==> config.mk <==
export PLATFORM = sky130hd
export DESIGN_NAME = dsp_acc_out
export DESIGN_NICKNAME = d
export VERILOG_FILES = /design/src/rtl/dsp_pkg.sv /design/src/rtl/dsp_out_reg.sv /design/src/rtl/dsp_acc_out.sv
export SDC_FILE = /design/constraint.sdc
export NUM_CORES = 1
export LEC_CHECK = 0
export CAP_MARGIN = 0
export CORE_UTILIZATION = 50
export DETAILED_ROUTE_END_ITERATION = 6
export MAX_ROUTING_LAYER = met4
export PLACE_DENSITY = 0.77
export SYNTH_ARGS = -nofsm -noshare
export SYNTH_HDL_FRONTEND = slang
export SYNTH_SLANG_ARGS = --single-unit
export TNS_END_PERCENT = 1
==> constraint.sdc <==
create_clock -name clk -period 4.45 [get_ports clk]
set_clock_uncertainty 0.2 [all_clocks]
set_input_delay 0.445 -clock clk [delete_from_list [all_inputs] [get_ports clk]]
set_output_delay 0.445 -clock clk [all_outputs]
set_load 0.02 [all_outputs]
==> src/rtl/dsp_pkg.sv <==
`default_nettype none
// +----------------------------------------------------------------------+
// | dsp_pkg : shared DSP slice types and arithmetic helpers              |
// | Rev 1.0                                                              |
// +----------------------------------------------------------------------+
package dsp_pkg;

  localparam int c_MAX_W = 64;

  typedef enum logic [0:0] {
    ST_IDLE = 1'b0,
    ST_ACC  = 1'b1
  } acc_state_t;

  // Replicates bit msb into every higher bit of a c_MAX_W-wide word.
  function automatic logic [c_MAX_W-1:0] sext(input logic [c_MAX_W-1:0] val,
                                              input logic [5:0]         msb);
    logic [c_MAX_W-1:0] upper;
    upper = {c_MAX_W{1'b1}} << msb;
    upper = upper << 1;
    return val[msb] ? (val | upper) : (val & ~upper);
  endfunction

  function automatic logic signed_ovf(input logic a_msb,
                                      input logic b_msb,
                                      input logic s_msb);
    return (a_msb == b_msb) && (s_msb != a_msb);
  endfunction

endpackage
`default_nettype wire

==> src/rtl/dsp_out_reg.sv <==
`default_nettype none
// +----------------------------------------------------------------------+
// | dsp_out_reg : result register with valid/ready hold                  |
// | Rev 1.0                                                              |
// +----------------------------------------------------------------------+
module dsp_out_reg #(
  parameter int W = 49
) (
  input  logic         clk,
  input  logic         rst,
  input  logic         load,
  input  logic [W-1:0] d,
  input  logic         ready,
  output logic [W-1:0] q,
  output logic         valid
);

  logic [W-1:0] r_data;
  logic         r_valid;

  // A load in the same cycle as a take wins, keeping valid high.
  always_ff @(posedge clk or posedge rst) begin
    if (rst) begin
      r_data  <= '0;
      r_valid <= 1'b0;
    end else if (load) begin
      r_data  <= d;
      r_valid <= 1'b1;
    end else if (r_valid && ready) begin
      r_valid <= 1'b0;
    end
  end

  assign q     = r_data;
  assign valid = r_valid;

endmodule
`default_nettype wire

==> src/rtl/dsp_acc_out.sv <==
`default_nettype none
// +----------------------------------------------------------------------+
// | dsp_acc_out : frame accumulate-and-drain stage with overflow flag    |
// | Rev 1.0                                                              |
// +----------------------------------------------------------------------+
module dsp_acc_out #(
  parameter int DW   = 36,
  parameter int PW   = 48,
  parameter int LENW = 8
) (
  input  logic            clk,
  input  logic            rst,
  input  logic            ce,
  input  logic [DW-1:0]   in_data,
  input  logic            in_valid,
  output logic            in_ready,
  input  logic [LENW-1:0] len,
  output logic [PW-1:0]   out_data,
  output logic            out_ovf,
  output logic            out_valid,
  input  logic            out_ready,
  output logic            busy
);

  import dsp_pkg::*;

  acc_state_t      r_state;
  logic [PW-1:0]   r_acc;
  logic [LENW-1:0] r_cnt;
  logic [LENW-1:0] r_len;
  logic            r_ovf;

  logic [PW-1:0]   w_x;
  logic [PW-1:0]   w_sum;
  logic            w_add_ovf;
  logic [LENW-1:0] w_len_eff;
  logic            w_is_last;
  logic            w_acc_en;
  logic            w_load;
  logic [PW:0]     w_load_data;
  logic [PW:0]     w_out_q;

  assign w_x       = PW'(sext(c_MAX_W'(in_data), 6'(DW - 1)));
  assign w_sum     = r_acc + w_x;
  assign w_add_ovf = signed_ovf(r_acc[PW-1], w_x[PW-1], w_sum[PW-1]);

  assign w_len_eff = (len == '0) ? LENW'(1) : len;
  assign w_is_last = (r_state == ST_IDLE) ? (w_len_eff == LENW'(1))
                                          : (r_cnt == r_len - LENW'(1));

  // Only the closing sample needs the output slot, so only it stalls.
  assign in_ready = ce & ~(w_is_last & out_valid & ~out_ready);
  assign w_acc_en = in_valid & in_ready;

  assign w_load      = w_acc_en & w_is_last;
  assign w_load_data = (r_state == ST_IDLE) ? {1'b0, w_x}
                                            : {r_ovf | w_add_ovf, w_sum};

  always_ff @(posedge clk or posedge rst) begin
    if (rst) begin
      r_state <= ST_IDLE;
      r_acc   <= '0;
      r_cnt   <= '0;
      r_len   <= '0;
      r_ovf   <= 1'b0;
    end else if (w_acc_en) begin
      case (r_state)
        ST_IDLE: begin
          r_len <= w_len_eff;
          if (!w_is_last) begin
            r_acc   <= w_x;
            r_ovf   <= 1'b0;
            r_cnt   <= LENW'(1);
            r_state <= ST_ACC;
          end
        end
        ST_ACC: begin
          if (!w_is_last) begin
            r_acc <= w_sum;
            r_cnt <= r_cnt + LENW'(1);
            r_ovf <= r_ovf | w_add_ovf;
          end else begin
            r_cnt   <= '0;
            r_state <= ST_IDLE;
          end
        end
        default: r_state <= ST_IDLE;
      endcase
    end
  end

  dsp_out_reg #(
    .W (PW + 1)
  ) u_out_reg (
    .clk   (clk),
    .rst   (rst),
    .load  (w_load),
    .d     (w_load_data),
    .ready (out_ready),
    .q     (w_out_q),
    .valid (out_valid)
  );

  assign out_ovf  = w_out_q[PW];
  assign out_data = w_out_q[PW-1:0];
  assign busy     = (r_state == ST_ACC);

endmodule
`default_nettype wire
# Word-level counts from Yosys, hierarchy flattened
# Cells that the tools add are included.
# classes
n_reduce_logical,7
add_sub_neg,3
eq_ne,6
bitwise_logic,9
n_mux,16
# ops
op,count
$mux W48,3
$pmux W48 S2,1
$mux W49,1
$add A48 B48 Y48,1
$mux W8,3
$pmux W8 S2,1
$add A8 B1 Y8 const B,1
$eq A8 B1 Y1 const B,1
$eq A8 B8 Y1,1
$logic_not A8 Y1,1
$sub A8 B1 Y8 const B,1
$mux W1,6
$and A1 B1 Y1,5
$ne A2 B2 Y1 const B,2
$reduce_and A2 Y1,2
$not A1 Y1,3
$reduce_and A3 Y1,1
$logic_and A1 B1 Y1,2
$pmux W1 S2,1
$reduce_bool A2 Y1,1
$eq A1 B1 Y1,1
$ne A1 B1 Y1,1
$or A1 B1 Y1,1
# word_totals
output_inout_bits,52
ff_bits,116

# Depth between registers and ports, before layout
# depth
ltp_word,11
ltp_mapped,15
ltp_nobuf,14

# By module
# Synthesis repeated with hierarchy kept, for this count alone.
# unflattened
cells_unflattened,830
hier_area_um2,8206.6
# by_module_without_submodules
mod,seq_area_each_um2,n_inst,area_each_um2,cells_per_inst
dsp_acc_out,1651.6,1,6093.3,722
dsp_out_reg,1251.2,1,2113.3,108

# Worst setup path after synthesis
# OpenSTA, ideal clock, no wires.
# synth_path
path_kind,in2reg
from,input in_data[0]
to,register r_acc[42]
setup_slack_ns,0.959
t_arrival_ns,3.222
path_stages,14
path_cell_list,ha_1 > inv_1 > fa_1 > and2b_2 > o2111ai_2 > a21boi_4 > a21bo_4 > a21boi_2 > o41a_1 > o21a_1 > o21ai_2 > a31oi_1 > or4_1 > nand3_1
# synth_between
elab_chain_len,4
# synth_lines
element,line_no,source
start: declaration,dsp_acc_out.sv:14,"input logic [DW-1:0] in_data,"
$mux W48,dsp_pkg.sv:21,return val[msb] ? (val | upper) : (val & ~upper);
$add A48 B48 Y48,dsp_acc_out.sv:44,assign w_sum = r_acc + w_x;
$mux W48,dsp_acc_out.sv:78,if (!w_is_last) begin
$pmux W48 S2,dsp_acc_out.sv:67,case (r_state)
end signal: assignment,dsp_acc_out.sv:71,r_acc <= w_x;
end signal: assignment,dsp_acc_out.sv:79,r_acc <= w_sum;
end: declaration,dsp_acc_out.sv:28,logic [PW-1:0] r_acc;
# Every way passes these cells. The select of a mux whose other input is x is not followed.
# A chain may end at the register's enable or synchronous reset.

# Final worst setup path
# layout_path
from,register r_len[0]
to,output in_ready
# layout_between
elab_chain_len,7
# layout_lines
element,line_no,source
start: declaration,dsp_acc_out.sv:30,logic [LENW-1:0] r_len;
start signal: assignment,dsp_acc_out.sv:69,r_len <= w_len_eff;
$sub A8 B1 Y8,dsp_acc_out.sv:49,: (r_cnt == r_len - LENW'(1));
$eq A8 B8 Y1,dsp_acc_out.sv:49,
$mux W1,dsp_acc_out.sv:48,assign w_is_last = (r_state == ST_IDLE) ? (w_len_eff == LENW'(1))
$and A1 B1 Y1 (2 in a row),dsp_acc_out.sv:52,assign in_ready = ce & ~(w_is_last & out_valid & ~out_ready);
$not A1 Y1,dsp_acc_out.sv:52,
$and A1 B1 Y1,dsp_acc_out.sv:52,
end: declaration,dsp_acc_out.sv:16,"output logic in_ready,"
# Every way passes these cells.

==> results.toml <==
[run_status]
status = "complete, but fails checks"
violations = "design-rule violations"

[route]
drt_iter0_drc = 437
routedWlPerCell_um = 16.3
postRouteAntennaNets = 0
dr.pass1.iters = 7
num_vias = 6744
drt_wl_total_um = 18900
drc = 3
avgViaCountPerCell = 5.82

[synthesis]
ys_seq_area_share_pct = 38.2
syn_avg_cell_area_um2 = 8.63
async_flop_share_pct = 100
yosysWarnings = 0
yosysTopAreaCellShare_pct = 38.2
synth_compound_area_share_pct = 22.6
synthMuxAreaShare_pct = 5.64
synth-edff-count = 0
synth_fa_ha_area_share_pct = 8.32
synth_flop_cell = "dfrtp_1"
synth_nets = 980
synth_top_family_by_area = "compound AO/OA/AOI/OAI gates"
yosys-top-cells-area = "dfrtp_1 (38%), ha_1 (8.1%), a21oi_1 (7.7%)"
ys_ff_latch = 116
synth_top_cell_by_area = "dfrtp_1"
synth_xor_area_share_pct = 6.22
synth_cell_type_count = 59
synthCells = 881
synth_simple_gate_area_share_pct = 15.9
netlist_area_mm2 = 0.00761

[grt]
track_usage_pct = 26.1
grt_max_degree = 72
grt_pass1_vias = 6536
grt_pass1_wl_um = 32000
grt-ovfl-total = 0
antenna_found_initial = 0

[critical_path]
required_ns = 3.81
cp_cell_sequence = "inv_1, ha_1, nand3_1, o21ai_0, o21ai_0, a2111oi_0, o21ai_1, o21a_1, o21a_1, clkdlybuf4s50_1"
cp_slowest_cell = "clkdlybuf4s50_1"
startpoint_type = "flop"
slowest_delay_ns = 0.53
end_kind = "primary output"
criticalPathCategory = "flop to primary output"
cp_max_fo = 8
arrival_ns = 3.23

[min_path]
hp-class = "flop to flop"

[power]
fin_total_pwr_mw = 6.29
leakage_nw = 4.09
ir_worst_vdd_mv = 0.402
p_per_area_mw_per_mm2 = 676

[timing]
setup_tns_ns = 0
rsz0062_at_grt = "no"
slew_violations = 0
min_period_over_period_pct = 87.0
fmax_mhz = 258
fin_ws_ns = 0.578
worstMarginPinSlew_ns = 1.16
slew_headroom_pct = 22.8
hold_viol = 0
timing.final.crit_period_ns = 3.87
setup_viol = 0

[clock_network]
clock_latency_ns = 0.42
ctsHoldBuffers = 0
cts_root_buf = "clkbuf_16"
clock_sinks = 116
clk_pin_slew_ns = 0.06
clockBufferDepth = 2
cts_buffers = 17
post_cts_resized = 0
cts_setup_buffers = 0
htree_levels = 4
cts_tree = "yes"

[layout]
mostFrequentLayoutCells = "a21oi_1 (117), dfrtp_1 (115), nor2_1 (103), clkdlybuf4s50_1 (100), nand2_1 (84)"
final_common_cell = "a21oi_1"
areaGrowthSynthToFinish_pct = 22.3
utilization_pct = 63.3
drive_gt1_share_pct = 6.56
antenna_cells = 0
fin_nets = 1061

[place]
io_buffers = 100
gp_congestion = 0.946
dp_hpwl_um = 13300
pre_cts_ws_ns = 0.185

[run]
max_cap_violations = 0

[floorplanning]
num_io_pins = 101
die_y_um = 125
chipWidth_um = 125
die_area_mm2 = 0.0157
fp-row-count = 44
start_util_pct = 51.7
core_area_mm2 = 0.0147
[where the power goes]
group	switching, mW	total [mW]	internal [mW]
sequential	0.260	1.68	1.42
clock	0.509	1.34	0.833
combinational	1.85	3.27	1.41
total	2.62	6.29	3.67
[synth_stat cells (2+ instances only)]
cell,number
nand2_1,84
nor3_1,10
and2_1,3
o41ai_1,2
buf_2,9
a21o_1,28
a31oi_1,17
nand4_1,11
nand2b_1,3
o21ai_1,3
and3_1,12
nor4_2,2
xnor2_1,29
clkbuf_1,29
o21ai_2,2
dfrtp_1,116
o21a_1,7
ha_1,49
xor2_1,25
or4_1,2
nor2b_1,6
nor4_1,2
a211oi_1,6
buf_1,6
o31ai_2,2
o31ai_1,2
a31o_2,3
o211ai_1,4
mux2_2,7
nand3_1,23
mux2i_1,35
o21ai_0,72
a311oi_1,2
o21bai_1,5
a211o_1,3
a21oi_1,117
inv_1,17
nor2_1,104
o31a_1,2
[final cells by class]
cell class,count,area [µm²]
clock buffers,19,443
well taps,184,230
inverters,17,66.3
flip-flops and latches,116,2900
fillers,1236,5400
repair buffers,106,1060
clock inverters,13,134
multi-input cells,704,4470
[worst paths after layout]
path	from	end	slack, ns	cells past startpoint
max reg2reg	r_len[0]	u_out_reg.q[45]	0.77	11
max in group asynchronous	rst	busy	2.92	3
min	u_out_reg.q[3]	u_out_reg.q[3]	0.28	2
min reg2reg	u_out_reg.q[3]	u_out_reg.q[3]	0.28	2
min in group asynchronous	rst	u_out_reg.q[18]	0.37	2
max	r_len[0]	in_ready	0.58	10
[stage by stage]
step                hold WS, ns  instance area [µm²]  instances
floorplan                 0.275                 7610        881
global placement          0.262                 8730       1127
detailed placement        0.270                 8730       1127
CTS                       0.281                 9300       1159
global route              0.305                 9300       1159
finish                    0.276                 9300       1159
[cells by family after synthesis]
kind of cell | after synthesis
buffers and inverters | 61
adders and majority gates | 50
muxes | 42
xor gates and xnor gates | 54
DFF | 116
AOI/OAI and AO/OA | 287
and+or+nand+nor | 271
[per-layer routing]
layer / track usage (%) / wire (µm)
met1: 35.1 / 8820
met2: 39.6 / 8730
met3: 5.18 / 972
met4: 8.54 / 341
met5: - / 0
[worst max-delay path: cells and delay by family, from the launching register on]
family | cells | cell delay [ns]
simple gates | 1 | 0.11
fa+ha+maj | 1 | 0.33
buf+inv | 2 | 0.62
compound gates | 6 | 1.29
flops | 1 | 0.45
[state kept, by name (all words and copies together), names as in the netlist]
register and cells:
u_out_reg.q 49, r_acc 48, r_cnt 8, r_len 8, busy 1, r_ovf 1
u_out_reg.valid 1
No activity file was read; power rests on OpenSTA's default activity.
